==> src/rtl/alu_ctrl_pkg.sv <==
// Shared definitions for the yAlu sharing controller: op codes, FSM encoding
// and the legal-op predicate.
package alu_ctrl_pkg;

    localparam logic [2:0] OP_AND = 3'b000;
    localparam logic [2:0] OP_OR  = 3'b001;
    localparam logic [2:0] OP_ADD = 3'b010;
    localparam logic [2:0] OP_SUB = 3'b110;
    localparam logic [2:0] OP_SLT = 3'b111;

    typedef enum logic [1:0] {
        IDLE = 2'd0,
        EXEC = 2'd1,
        RESP = 2'd2
    } state_t;

    function automatic logic is_legal_op(input logic [2:0] op);
        case (op)
            OP_AND, OP_OR, OP_ADD, OP_SUB, OP_SLT: return 1'b1;
            default:                               return 1'b0;
        endcase
    endfunction

endpackage

==> src/rtl/rr_arb2.sv <==
// Two-way round-robin arbiter: a contested grant goes to the requester that
// did not win last time.
module rr_arb2 (
    input  logic valid0,
    input  logic valid1,
    input  logic last_grant,
    output logic grant,
    output logic grant_valid
);

    always_comb begin
        grant_valid = valid0 | valid1;
        if (valid0 && valid1)
            grant = ~last_grant;
        else
            grant = valid1;
    end

endmodule

==> src/rtl/alu_share_ctrl.sv <==
// Shares one combinational yAlu between two requesters: round-robin accept,
// hold operands EXEC_CYCLES cycles, capture and return a tagged response.
// Optional macro ALU_OP_CHECK_EN: illegal ops skip the ALU and return rsp_err.
module alu_share_ctrl
    import alu_ctrl_pkg::*;
#(
    parameter int WIDTH       = 32,
    parameter int EXEC_CYCLES = 1    // 1..15
) (
    input  logic             clk,
    input  logic             reset,
    input  logic             req0_valid,
    output logic             req0_ready,
    input  logic [WIDTH-1:0] req0_a,
    input  logic [WIDTH-1:0] req0_b,
    input  logic [2:0]       req0_op,
    input  logic             req1_valid,
    output logic             req1_ready,
    input  logic [WIDTH-1:0] req1_a,
    input  logic [WIDTH-1:0] req1_b,
    input  logic [2:0]       req1_op,
    output logic [WIDTH-1:0] alu_a,
    output logic [WIDTH-1:0] alu_b,
    output logic [2:0]       alu_op,
    input  logic [WIDTH-1:0] alu_z,
    input  logic             alu_ex,
    output logic             rsp_valid,
    input  logic             rsp_ready,
    output logic             rsp_id,
    output logic [WIDTH-1:0] rsp_z,
    output logic             rsp_ex,
    output logic             rsp_err
);

    localparam logic [3:0] CNT_LOAD = 4'(EXEC_CYCLES - 1);

    state_t           state, state_nxt;
    logic             last_grant;
    logic             grant, grant_valid;
    logic             xfer, op_ok;
    logic [3:0]       cnt;
    logic [WIDTH-1:0] sel_a, sel_b;
    logic [2:0]       sel_op;

    rr_arb2 u_arb (
        .valid0      (req0_valid),
        .valid1      (req1_valid),
        .last_grant  (last_grant),
        .grant       (grant),
        .grant_valid (grant_valid)
    );

    assign req0_ready = (state == IDLE) && grant_valid && !grant;
    assign req1_ready = (state == IDLE) && grant_valid &&  grant;
    assign xfer       = (req0_valid && req0_ready) || (req1_valid && req1_ready);
    assign sel_a      = grant ? req1_a  : req0_a;
    assign sel_b      = grant ? req1_b  : req0_b;
    assign sel_op     = grant ? req1_op : req0_op;
    assign rsp_valid  = (state == RESP);

`ifdef ALU_OP_CHECK_EN
    logic err_q;

    assign op_ok   = is_legal_op(sel_op);
    assign rsp_err = err_q;

    always_ff @(posedge clk) begin
        if (reset)
            err_q <= 1'b0;
        else if (state == IDLE && xfer)
            err_q <= !op_ok;
    end
`else
    assign op_ok   = 1'b1;
    assign rsp_err = 1'b0;
`endif

    always_ff @(posedge clk) begin
        if (reset)
            state <= IDLE;
        else
            state <= state_nxt;
    end

    always_comb begin
        // NOTE: default first, so every path assigns state_nxt and no latch is inferred.
        state_nxt = state;
        case (state)
            IDLE:    if (xfer) state_nxt = op_ok ? EXEC : RESP;
            EXEC:    if (cnt == 4'd0) state_nxt = RESP;
            RESP:    if (rsp_ready) state_nxt = IDLE;
            default: state_nxt = IDLE;
        endcase
    end

    // Datapath registers; alu_* deliberately keep their values outside EXEC.
    always_ff @(posedge clk) begin
        if (reset) begin
            // NOTE: non-blocking assignments so every register samples pre-edge values.
            last_grant <= 1'b1;
            cnt        <= 4'd0;
            alu_a      <= '0;
            alu_b      <= '0;
            alu_op     <= OP_AND;
            rsp_id     <= 1'b0;
            rsp_z      <= '0;
            rsp_ex     <= 1'b0;
        end else begin
            case (state)
                IDLE: if (xfer) begin
                    last_grant <= grant;
                    rsp_id     <= grant;
                    cnt        <= CNT_LOAD;
                    if (op_ok) begin
                        alu_a  <= sel_a;
                        alu_b  <= sel_b;
                        alu_op <= sel_op;
                    end else begin
                        rsp_z  <= '0;
                        rsp_ex <= 1'b0;
                    end
                end
                EXEC: begin
                    if (cnt == 4'd0) begin
                        rsp_z  <= alu_z;
                        rsp_ex <= alu_ex;
                    end else begin
                        cnt <= cnt - 4'd1;
                    end
                end
                default: ;
            endcase
        end
    end

endmodule

==> config.mk <==
export PLATFORM = sky130hd
export DESIGN_NAME = alu_share_ctrl
export DESIGN_NICKNAME = d
export VERILOG_FILES = /design/src/rtl/alu_ctrl_pkg.sv /design/src/rtl/rr_arb2.sv /design/src/rtl/alu_share_ctrl.sv
export SDC_FILE = /design/constraint.sdc
export NUM_CORES = 1
export LEC_CHECK = 0
export CAP_MARGIN = 30
export CORE_ASPECT_RATIO = 0.9
export CORE_MARGIN = 5
export CORE_UTILIZATION = 30
export CTS_BUF_LIST = sky130_fd_sc_hd__clkbuf_8
export DETAILED_ROUTE_END_ITERATION = 16
export PLACE_DENSITY = 0.68
export SLEW_MARGIN = 20
export SYNTH_ARGS = -nofsm -noshare
export SYNTH_HDL_FRONTEND = slang
export SYNTH_SLANG_ARGS = --single-unit
export TNS_END_PERCENT = 20
==> constraint.sdc <==
create_clock -name clk -period 1.69 [get_ports clk]
set_input_delay 0.338 -clock clk [delete_from_list [all_inputs] [get_ports clk]]
set_output_delay 0.338 -clock clk [all_outputs]
set_load 0.005 [all_outputs]
Yosys cells after proc, flatten, opt, wreduce, memory -nomap -nowiden
Index checks and enable logic that the tools add are counted.
Word-level totals
  input port bits: 172
  bits in registers: 108
  output and inout port bits: 105
  RAM bits: 0
  memory bits (read-only): 0
  memories: 0
  bits in latches: 0
  word-level logic and storage cells: 44
Cells by class
  multiply operators: 0
  order comparisons: 0
  bitwise gates (word level): 2
  $add $sub $neg: 1
  multiplexer cells: 11
  reduce and logical (&&, ||, !) cells: 15
  shift-type cells: 0
  eq/ne operators: 6
  div/mod/pow operators: 0
Operators by type and width (number)
  two-way mux 32 bit: 2
  two-way mux 4 bit: 2
  case mux 4 bit (2 select lines): 1
  logical AND 1 bit: 6
  two-way mux 2 bit: 3
  != test 2 bit (second input constant): 3
  case mux 2 bit (3 select lines): 1
  AND reduction 3 bit: 2
  logical NOT 4 bit: 1
  AND reduction 2 bit: 2
  subtractor 4 x 1 -> 4 bit (second input constant): 1
  two-way mux 3 bit: 1
  equality test 2 x 1 -> 1 bit (second input constant): 1
  equality test 2 bit (second input constant): 1
  logical NOT 2 bit: 1
  != test 2 x 1 -> 1 bit (second input constant): 1
  nonzero test 2 bit: 1
  logical NOT 1 bit: 1
  logical OR 1 bit: 1
  two-way mux 1 bit: 1
  NOT 1 bit: 1
  bitwise OR 1 bit: 1

Logic depth before layout (Yosys ltp)
Gate-level depths: netlist of run 1.
  depth in word-level cells: 8
  mapped depth: 7
  mapped depth without buffers: 5

Cells and area by module
Synthesis of run 1 repeated with hierarchy kept, for this count alone.
Second synthesis, totals
  cell total of the unflattened synthesis: 512
  area, all modules: 4902.2 µm²
Modules (own cells, without submodules)
  alu_share_ctrl: sequential area each 2162.1 µm², instances 1, area an instance 4888.4 µm², cells an instance 510
  rr_arb2: sequential area each 0.0 µm², instances 1, area an instance 13.8 µm², cells an instance 2

Worst setup path before layout of run 1
Ideal clock, no wire load.
  path kind: register -> register
  start: reg cnt[1]
  end: reg rsp_z[10]
  cell stages (with the launch flop): 8
  path slack: 68 ps
  library setup time: 72 ps
  period minus slack after synthesis: 1622 ps
  buffers on the path: 2
  data required time: 1618 ps
  arrival: 1551 ps
  path through: dfxtp_1 > inv_1 > ha_1 > nor3b_1 > and2_1 > buf_4 > buf_6 > mux2i_1
Between the ends
  word-level cells in the longest chain between the ends: 2
Ends and longest elaborated chain
  start: declaration: RTL line alu_share_ctrl.sv:41  | logic [3:0] cnt;
  start signal: assignment: RTL line alu_share_ctrl.sv:128  | cnt <= cnt - 4'd1;
  logical NOT 4 bit: RTL line alu_share_ctrl.sv:124  | if (cnt == 4'd0) begin
  AND reduction 2 bit (no line)
  end signal: assignment: RTL line alu_share_ctrl.sv:125  | rsp_z <= alu_z;
  end: declaration: RTL line alu_share_ctrl.sv:30  | output logic [WIDTH-1:0] rsp_z,
Every way passes these cells.
A chain may end at the register's enable or synchronous reset.

Final worst setup path of run 1
  start: reg state[1]
  end: out req0_ready
Between the ends
  word-level cells in the longest chain between the ends: 3
Ends and longest elaborated chain
  start: declaration: RTL line alu_share_ctrl.sv:37  | state_t state, state_nxt;
  start signal: assignment: RTL line alu_share_ctrl.sv:82  | state <= state_nxt;
  logical NOT 2 bit: RTL line alu_share_ctrl.sv:53  | assign req0_ready = (state == IDLE) && grant_valid && !grant;
  logical AND 1 bit (2 in series): RTL line alu_share_ctrl.sv:53
  end: declaration: RTL line alu_share_ctrl.sv:13  | output logic req0_ready,
Every way passes these cells.

==> flow_summary.json, run 1 <==
{
  "die_x_um": 145,
  "clock_latency_ns": 0.38,
  "path_class": "reg -> out",
  "synth_top_cell_by_area": "dfxtp_1",
  "ctsHoldBuffers": 0,
  "r2r_slack_ns": 0.14,
  "routed_wirelength_mm": 17.3,
  "synth_top_family_by_area": "compound AO/OA/AOI/OAI gates",
  "fin_crit_sh_pct": 97.3,
  "boundaryPins": 277,
  "outcome": "finished clean",
  "synth_cell_types": 32,
  "final_antenna_net_count": 0,
  "drt-vias-per-instance": 4.87,
  "cts.sinks": 108,
  "root_buffer": "clkbuf_8",
  "startpoint_type": "flop",
  "dominantRegCellSynth": "dfxtp_1",
  "cts.htree.levels": 3,
  "synth-warning-count": 0,
  "n_antenna_cell": 0,
  "worstHoldPathCells": 2,
  "syn2layout_area_growth_pct": 67.5,
  "synth_cells": 573,
  "postPlaceCellArea_mm2": 0.00804,
  "synth_fp_nets": 746,
  "setup_viol": 0,
  "cap_viol_max_count": 0,
  "via_count": 5074,
  "finish.utilization_pct": 51.2,
  "grt_pass1_wl_mm": 26.8,
  "p_total_mw": 6.80,
  "cp-startpoint": "state[1]",
  "reg2reg_depth": 6,
  "rows": 44,
  "ir_worst_vdd_uv": 594,
  "core-area_mm2": 0.0162,
  "synth_xor_area_share_pct": 0,
  "synth-edff-count": 0,
  "synth-compound-area-share_pct": 22.1,
  "ys_async_sr_fraction_pct": 0,
  "synthSimpleGateAreaFrac_pct": 21.1,
  "wl_per_cell_um": 16.6,
  "antenna_found_initial": 0,
  "hpwlAfterDp_mm": 12.4,
  "grt_max_degree": 49,
  "p_per_area_mw_per_mm2": 821,
  "worstPathArrival_ns": 1.31,
  "dr.pass1.iters": 4,
  "grt_usage_pct": 17.1,
  "nNetsFinal": 1002,
  "drv_slew": 0,
  "start_util_pct": 30.5,
  "ys_top_cells_by_area": "dfxtp_1 (44%), nand2_1 (10%), a311oi_1 (10%)",
  "routabilityCongestion": 0.783,
  "overflow": 0,
  "r2r_start": "cnt[1]",
  "cts_tree": "yes",
  "crit_fanout": 2,
  "muxShareOfSynthArea_pct": 6.68,
  "fin_crit_ns": 1.64,
  "whs_endpoint": "rsp_z[14]",
  "rsz0062_at_grt": "yes",
  "netlist_area_mm2": 0.00494,
  "grt_pass1_vias": 4824,
  "min-delay-start": "rsp_z[14]",
  "r2r_end": "rsp_z[0]",
  "die_h_um": 132,
  "crit_required_ns": 1.35,
  "avgSynthCellArea_um2": 8.63,
  "clk_pin_slew_ns": 0.10,
  "io_buffer_count": 275,
  "yosys.area_share.adder_pct": 0.253,
  "drcViolationCount": 0,
  "power.leakage_nw": 3.13,
  "numCtsBuffers": 9,
  "clockBufferDepth": 2,
  "design_area_mm2": 0.00828,
  "die_area_mm2": 0.0191,
  "yosysSeqAreaShare_pct": 43.7,
  "hold_violations": 0,
  "synth_top_area_share_pct": 43.7,
  "layout-drive-gt1-share_pct": 8.51,
  "drt_iter0_drc": 202,
  "synth.ff_latch_count": 108,
  "hp-class": "reg -> reg",
  "max_freq_mhz": 608,
  "fin_skew_ns": 0.0116,
  "crit_path_end_kind": "output pin"
}
==> state kept, by name (all words and copies together), names as in the netlist <==
signal and count:
state 2, cnt 4, alu_a 32, rsp_ex 1, alu_b 32, last_grant 1
rsp_z 32, rsp_id 1, alu_op 3
==> per-stage QoR <==
stage                     instances   TNS, ns  hold slack (ns)  setup slack (ns)
after floorplan                 573         0            0.465            0.0678
after global placement         1025    -25.97            0.457            -0.545
after detailed placement       1025    -26.46            0.462            -0.550
after CTS                      1041  -0.00788            0.479          -0.00788
after global routing           1041   -0.0442            0.483           -0.0343
final                          1041         0            0.477            0.0454
==> layer usage <==
metal | vias to the layer above | share of wire (%) | track usage [%] | routed length [µm]
met5 | - | 0 | 0 | 0
met4 | 0 | 2.2 | 5.75 | 382
met3 | 22 | 9.3 | 6.81 | 1610
met2 | 202 | 45 | 26.7 | 7770
met1 | 2329 | 43 | 21.5 | 7510
li1 | 2521 | - | - | -
==> layout by cell type, fill, tap and decap left out, types with 2 or more instances in the layout <==
cell             synthesis  layout
clkdlybuf4s50_1          0     266
nand2_1                135     135
dfxtp_1                108     107
a21oi_1                 71      71
nand2b_1                68      68
a311oi_1                57      56
mux2i_1                 33      33
buf_4                    4      17
buf_12                   0      12
a311oi_2                10      11
clkbuf_8                 0      11
inv_1                    3       4
dlymetal6s2s_1           0       4
o21ai_0                  3       3
nor2b_1                  3       2
and2_2                   0       2
nor2_1                   4       2
or4_1                    2       2
or3_1                    2       2
==> cell usage after synthesis, drive strengths merged, types with 2 or more instances <==
library cell  instances
nand2               135
dfxtp               108
a21oi                71
nand2b               68
a311oi               67
clkbuf               34
mux2i                33
buf                  24
nor2                  4
inv                   3
nor2b                 3
o21ai                 3
and2                  2
or3                   2
or4                   2
==> worst max path at each step <==
stage                       endpoint  slack (ns)
after floorplan            rsp_z[10]        0.07
after global placement    req0_ready       -0.54
after detailed placement  req0_ready       -0.55
after CTS                 req0_ready      -0.008
after global routing      req0_ready       -0.03
final                     req0_ready        0.05
==> worst max-delay path: stages, from the launching register on <==
cell	delay (ns)
dfxtp_2	0.34
or3b_4	0.39
nor2_2	0.08
buf_2	0.12
==> final cells by class <==
type,count,area (µm²)
fill,1529,7900
timing repair buffer,303,3120
multi-input combinational,404,2520
sequential,108,2160
tap,207,259
clock buffer,11,151
clock inverter,5,58.8
inverter,3,11.3
==> logic make-up (layout without fill, tap and decap cells) <==
| family | count (synthesis) | count (layout) |
|---|---|---|
| other cells | 1 | 1 |
| flops | 108 | 108 |
| fa+ha+maj | 1 | 1 |
| simple gates | 221 | 221 |
| compound gates | 148 | 148 |
| mux | 33 | 33 |
| buf+inv | 61 | 322 |
==> report_power, final <==
| group | switching [mW] | leakage [nW] | total, mW | internal (mW) |
|---|---|---|---|---|
| Combinational | 0.874 | 2.13 | 2.15 | 1.28 |
| Clock | 0.908 | 0.107 | 1.68 | 0.770 |
| Sequential | 0.144 | 0.892 | 2.97 | 2.83 |
| Total | 1.93 | 3.13 | 6.80 | 4.88 |
==> repair_timing <==
| action | 4_1_cts | 5_1_grt |
|---|---|---|
| setup buffers | 0 | 0 |
| hold endpoints to repair | 0 | 0 |
| resized for setup | 16 | 9 |
| pin swaps | 1 | 0 |
| setup endpoints to repair | 5 | 53 |
(Power assumes the default switching activity.)
==> run 2: changes to the inputs <==
--- a/config.mk
+++ b/config.mk
@@ -5,13 +5,14 @@
 export SDC_FILE = /design/constraint.sdc
 export NUM_CORES = 1
 export LEC_CHECK = 0
+export ABC_AREA = 1
 export CAP_MARGIN = 30
 export CORE_ASPECT_RATIO = 0.9
 export CORE_MARGIN = 5
 export CORE_UTILIZATION = 30
 export CTS_BUF_LIST = sky130_fd_sc_hd__clkbuf_8
 export DETAILED_ROUTE_END_ITERATION = 16
-export PLACE_DENSITY = 0.68
+export PLACE_DENSITY = 0.69
 export SLEW_MARGIN = 20
 export SYNTH_ARGS = -nofsm -noshare
 export SYNTH_HDL_FRONTEND = slang
==> run 2 against run 1 <==
Design area shrank 5.5%. Critical path depth grew 1. Count of clock-buffer cells in the layout shrank 2. Sequential power grew 12%. Global-route usage shrank 0.19 points. Core utilization shrank 0.13 points. First-iteration DRC count shrank 4.5%. Sequential cell count is the same. Clock skew shrank 0.0020 ns. Critical path type unchanged. Largest power group unchanged.
==> flow_summary.json, run 2 <==
{
  "place_inst": 1158,
  "ys_top_cells_by_area": "dfxtp_1 (46%), nand2_1 (17%), nor2_1 (17%)",
  "top_regs": "alu_a: 32 flops, alu_b: 32 flops, rsp_z: 32 flops",
  "routed_wirelength_mm": 16.2,
  "boundaryPins": 277,
  "synth_fp_nets": 882,
  "rows": 43,
  "crit_required_ns": 1.35,
  "synth-warning-count": 0,
  "slowest_delay_ns": 0.34,
  "cap_viol_max_count": 0,
  "via_count": 5133,
  "setup_viol": 0,
  "path_cells": "nor2_4 > o21ai_4 > nor2_1 > dlygate4sd2_1",
  "syn2layout_area_growth_pct": 67.4,
  "avgSynthCellArea_um2": 6.59,
  "p_total_mw": 8.03,
  "path_buf_inv": 1,
  "fin_setup_tns_ns": 0,
  "synth-compound-area-share_pct": 11.6,
  "hpwlAfterDp_mm": 11.9,
  "ctsHoldBuffers": 0,
  "drt_iter0_drc": 193,
  "synth_cell_types": 19,
  "instances_no_fill": 1174,
  "worstPathArrival_ns": 1.27,
  "r2r_slack_ns": 0.15,
  "clk_pin_slew_ns": 0.10,
  "synth_top_area_share_pct": 46.2,
  "reg2reg_depth": 7,
  "cts.htree.levels": 3,
  "cts.sinks": 108,
  "hp-class": "reg -> reg",
  "outcome": "finished clean",
  "r2r_end": "rsp_z[6]",
  "n_antenna_cell": 0,
  "post_cts.repair.setup_buffers": 0,
  "layout-drive-gt1-share_pct": 4.73,
  "grt_pass1_wl_mm": 24.9,
  "die_area_mm2": 0.0182,
  "clock_latency_ns": 0.38,
  "crit_fanout": 2,
  "synth_top_family_by_area": "simple AND/OR/NAND/NOR gates",
  "yosysMostFrequentCell": "nand2_1",
  "max_freq_mhz": 622,
  "path_delay_family": "flip-flops",
  "synth_top_cell_by_area": "dfxtp_1",
  "cpMaxStageDelayCell": "dfxtp_1",
  "crit_path_end_kind": "output pin",
  "root_buffer": "clkbuf_8",
  "routabilityCongestion": 0.798,
  "drv_slew": 0,
  "die_x_um": 142,
  "finish.utilization_pct": 51.0,
  "power.leakage_nw": 3.47,
  "rsz0062_at_grt": "yes",
  "startpoint_type": "flop",
  "clockBufferDepth": 2,
  "p_per_area_mw_per_mm2": 1030,
  "synth_cells": 709,
  "fin_crit_sh_pct": 95.1,
  "whs_endpoint": "rsp_id",
  "ys_top_cells_by_count": "nand2_1 (216), nor2_1 (207), dfxtp_1 (108), o21ai_0 (81)",
  "io_buffer_count": 275,
  "final_common_cell": "clkdlybuf4s50_1",
  "yosys.area_share.adder_pct": 0.268,
  "synthSimpleGateAreaFrac_pct": 35.2,
  "start_util_pct": 30.5,
  "min-delay-start": "rsp_id",
  "dr.pass1.iters": 4,
  "nNetsFinal": 1140,
  "numCtsBuffers": 9,
  "grt_usage_pct": 16.9,
  "yosysSeqAreaShare_pct": 46.2,
  "r2r_start": "cnt[0]",
  "core-area_mm2": 0.0153,
  "final_antenna_net_count": 0,
  "ir_worst_vdd_uv": 449,
  "grt_pass1_vias": 4804,
  "num-fill-cells": 1511,
  "cts_tree": "yes",
  "fin_skew_ns": 0.00958,
  "layout_common_cells": "clkdlybuf4s50_1 (269), nand2_1 (215), nor2_1 (207), dfxtp_1 (106), o21ai_0 (81)",
  "fin_crit_ns": 1.61,
  "dominantRegCellSynth": "dfxtp_1",
  "path_class": "reg -> out",
  "wl_per_cell_um": 13.8,
  "die_h_um": 128,
  "netlist_area_mm2": 0.00468,
  "grt_max_degree": 54,
  "antenna_found_initial": 0,
  "muxShareOfSynthArea_pct": 0,
  "synth.ff_latch_count": 108,
  "worstHoldPathCells": 2,
  "synth-edff-count": 0,
  "synth_xor_area_share_pct": 0,
  "overflow": 0,
  "hold_violations": 0,
  "ys_async_sr_fraction_pct": 0,
  "drt-vias-per-instance": 4.37,
  "drcViolationCount": 0
}
-- run 2: cells by family after synthesis --
| family | after synthesis |
|---|---|
| and+or+nand+nor | 433 |
| DFF | 108 |
| AOI/OAI and AO/OA | 108 |
| buffers and inverters | 58 |
| adders and majority gates | 1 |
| other | 1 |
-- run 2: per-layer routing --
layer  global-route usage (%)  vias to the layer above  part of all wire, %
met2                     29.7                      169                   48
met5                        0                        -                    0
met4                     4.12                        0                  1.7
met1                     18.9                     2238                   41
met3                     7.32                       15                  9.0
li1                         -                     2711                    -
-- run 2: power breakdown --
group,switching [mW],internal [mW]
Clock,0.920,0.545
Sequential,0.258,3.09
Combinational,1.48,1.74
Total,2.66,5.37
-- run 2: worst max path at each step --
| stage | from | endpoint | slack (ns) | depth (start not counted) |
|---|---|---|---|---|
| 2_1_floorplan | cnt[0] | rsp_z[22] | 0.43 | 8 |
| 3_3_place_gp | req0_valid | req0_ready | -0.24 | 6 |
| 3_5_place_dp | req1_valid | req0_ready | -0.27 | 5 |
| 4_1_cts | req0_valid | req1_ready | 0.009 | 7 |
| 5_1_grt | state[1] | req0_ready | -0.01 | 4 |
| 6_report | state[1] | req0_ready | 0.08 | 4 |
-- run 2: area by class of cell --
type,instances,area [µm²],share of cell area [%]
repair buffers,294,2970,38.0
multi-input cells,543,2220,28.4
flip-flops and latches,108,2160,27.7
well taps,202,253,3.23
clock buffers,9,124,1.58
clock inverters,7,48.8,0.624
inverters,11,43.8,0.560
-- run 2: worst register-to-register path, cell delays in order, from the launching register on --
cell     delay, ns
dfxtp_1       0.32
inv_1         0.11
ha_1          0.22
nand2_1       0.12
nor2_4        0.13
buf_4         0.32
o21ai_0       0.13
nor2_1        0.12
-- run 2: per-stage QoR --
| stage | area [µm²] | setup slack, ns | hold WS (ns) |
|---|---|---|---|
| after floorplan | 4680 | 0.427 | 0.407 |
| after global placement | 7640 | -0.242 | 0.445 |
| after detailed placement | 7640 | -0.272 | 0.460 |
| after CTS | 7820 | 0.00927 | 0.474 |
| after global routing | 7830 | -0.0103 | 0.498 |
| final | 7830 | 0.0822 | 0.470 |
-- run 2: repair_timing --
item	CTS	global route
cloned	0	0
setup endpoints to repair	3	36
gates resized for setup	6	6
pin swaps	0	0
==> run 3: changes to the inputs <==
--- a/config.mk
+++ b/config.mk
@@ -12,6 +12,7 @@
 export CORE_UTILIZATION = 30
 export CTS_BUF_LIST = sky130_fd_sc_hd__clkbuf_8
 export DETAILED_ROUTE_END_ITERATION = 16
+export GPL_TIMING_DRIVEN = 0
 export PLACE_DENSITY = 0.69
 export SLEW_MARGIN = 20
 export SYNTH_ARGS = -nofsm -noshare
==> run 3 against run 2 <==
Hold slack improved by 0.0081 ns. First-iteration DRC count down 5.2%. Maximum frequency fell by 1.1%. Critical path depth is 1 higher. Register-to-register slack improved by 0.03 ns. Largest cell class unchanged. Highest routed layer unchanged.
==> flow_summary.json, run 3 (synthesized netlist as in run 2, its figures left out) <==
{
  "multi_input_area_mm2": 0.00222,
  "grt_max_degree": 20,
  "drt_iter0_drc": 183,
  "clkPwrFrac_pct": 17.9,
  "path_delay_family": "buffers and inverters",
  "final_antenna_net_count": 0,
  "grt_pass1_wl_mm": 26.2,
  "crit_path_end_kind": "output pin",
  "layout-drive-gt1-share_pct": 6.94,
  "die_x_um": 142,
  "path_buf_inv": 3,
  "reg2reg_depth": 8,
  "drv_slew": 0,
  "cts.sinks": 108,
  "p_total_mw": 8.16,
  "worstHoldPathCells": 2,
  "path_cells": "nor2_2 > buf_4 > nand2_2 > inv_1 > clkdlybuf4s15_1",
  "boundaryPins": 277,
  "layout_common_cells": "clkdlybuf4s50_1 (270), nand2_1 (214), nor2_1 (207), dfxtp_1 (105), o21ai_0 (81)",
  "power.leakage_nw": 3.54,
  "worstPathArrival_ns": 1.29,
  "final_common_cell": "clkdlybuf4s50_1",
  "core-area_mm2": 0.0153,
  "postPlaceCellArea_mm2": 0.00768,
  "internal_power_mw": 5.47,
  "min-delay-start": "rsp_id",
  "hold_violations": 0,
  "clk_pin_slew_ns": 0.10,
  "num-fill-cells": 1557,
  "routabilityCongestion": 0.815,
  "whs_endpoint": "rsp_id",
  "p_sw_share_pct": 32.9,
  "fin_skew_ns": 0.00980,
  "die_area_mm2": 0.0182,
  "design_area_mm2": 0.00796,
  "post-place-ws_ns": -0.801,
  "crit_required_ns": 1.35,
  "routed_wirelength_mm": 17.2,
  "via_count": 5345,
  "drt-vias-per-instance": 4.42,
  "r2r_start": "cnt[0]",
  "power.switching_mw": 2.68,
  "clockBufferDepth": 2,
  "dr.pass1.iters": 4,
  "antenna_found_initial": 0,
  "setup_slack_ns": 0.0644,
  "grt_pass1_vias": 4996,
  "numCtsBuffers": 9,
  "cpMaxStageDelayCell": "dfxtp_2",
  "overflow": 0,
  "fin_crit_sh_pct": 96.2,
  "start_util_pct": 30.5,
  "root_buffer": "clkbuf_8",
  "hpwlAfterDp_mm": 13.4,
  "drcViolationCount": 0,
  "syn2layout_area_growth_pct": 70.3,
  "rows": 43,
  "r2r_slack_ns": 0.18,
  "die_h_um": 128,
  "rsz0062_at_grt": "no",
  "cap_viol_max_count": 0,
  "setup_viol": 0,
  "n_antenna_cell": 0,
  "nNetsFinal": 1176,
  "p_comb_share_pct": 40.9,
  "ctsHoldBuffers": 0,
  "path_class": "reg -> out",
  "regArea_mm2": 0.00217,
  "crit_fanout": 3,
  "fin_crit_ns": 1.63,
  "hp-class": "reg -> reg",
  "slowest_delay_ns": 0.34,
  "clock_latency_ns": 0.37,
  "cts_tree": "yes",
  "top_regs": "alu_a: 32 flops, alu_b: 32 flops, rsp_z: 32 flops",
  "wl_per_cell_um": 14.2,
  "p_per_area_mw_per_mm2": 1020,
  "ir_worst_vdd_uv": 427,
  "io_buffer_count": 275,
  "startpoint_type": "flop",
  "grt_usage_pct": 17.8,
  "r2r_end": "rsp_z[2]",
  "cts.htree.levels": 3,
  "max_freq_mhz": 615,
  "p_seq_share_pct": 41.2,
  "outcome": "finished clean"
}
-- run 3: cell types whose count changed in the layout (fill, tap and decap cells not counted), moves of 2 or more --
cell / previous run / this run
inv_6: 3 / 1
clkinv_4: 0 / 2
buf_12: 6 / 0
buf_4: 13 / 18
clkinv_2: 3 / 0
clkbuf_4: 0 / 3
buf_6: 0 / 5
clkbuf_1: 0 / 15
buf_2: 0 / 13
dlymetal6s2s_1: 2 / 0
-- run 3: what timing repair did --
item / 4_1_cts / 5_1_grt
resized for setup: 13 / 16
pin swaps: 2 / 3
endpoints found under the hold margin: 0 / 0
buffers inserted: 4 / 6
endpoints found under the setup margin: 3 / 24
-- run 3: layout make-up --
cell class              instances  share of cell area [%]
well taps                     202                    3.17
clock inverters                 6                   0.519
repair buffers                285                    35.4
plain buffers                  45                    3.46
inverters                      11                   0.644
clock buffers                  10                    1.73
multi-input cells             543                    27.9
flip-flops and latches        108                    27.2
-- run 3: metal layers --
metal / wire, µm / track usage [%]
met1: 7260 / 21.7
met4: 195 / 3.67
met5: 0 / 0
met3: 1610 / 6.39
met2: 8160 / 30.5
-- run 3: worst max-delay path by stage --
stage	start	to	slack [ns]	cells after the start
floorplan	cnt[0]	rsp_z[22]	0.43	8
global placement	req1_valid	req1_ready	-0.79	7
detailed placement	req1_valid	req1_ready	-0.80	7
CTS	state[1]	req0_ready	-0.1	5
global route	alu_a[15]	alu_a[15]	0.0005	1
finish	state[0]	req1_ready	0.06	5
-- run 3: power groups by stage --
stage          Clock, mW  Combinational, mW  Sequential [mW]
2_1_floorplan          0               1.32             3.43
3_3_place_gp           0               3.24             3.38
3_5_place_dp           0               3.26             3.40
4_1_cts             1.55               3.30             3.36
6_report            1.46               3.33             3.36
5_1_grt             1.62               3.68             3.43
-- run 3: metrics by stage --
| step | hold WS (ns) | utilization (%) | TNS, ns | std cells |
|---|---|---|---|---|
| finish | 0.478 | 51.9 | 0 | 1210 |
| global route | 0.489 | 51.9 | 0 | 1210 |
| global placement | 0.449 | 50.1 | -18.38 | 1186 |
| detailed placement | 0.458 | 50.1 | -19.71 | 1186 |
| CTS | 0.476 | 51.5 | -0.108 | 1204 |
| floorplan | 0.407 | - | 0 | 709 |
-- run 3: tightest hold or removal path, stage by stage (launching register included) --
cell and delay [ns]:
dfxtp_1 0.33, nand2_1 0.06, a21oi_1 0.05
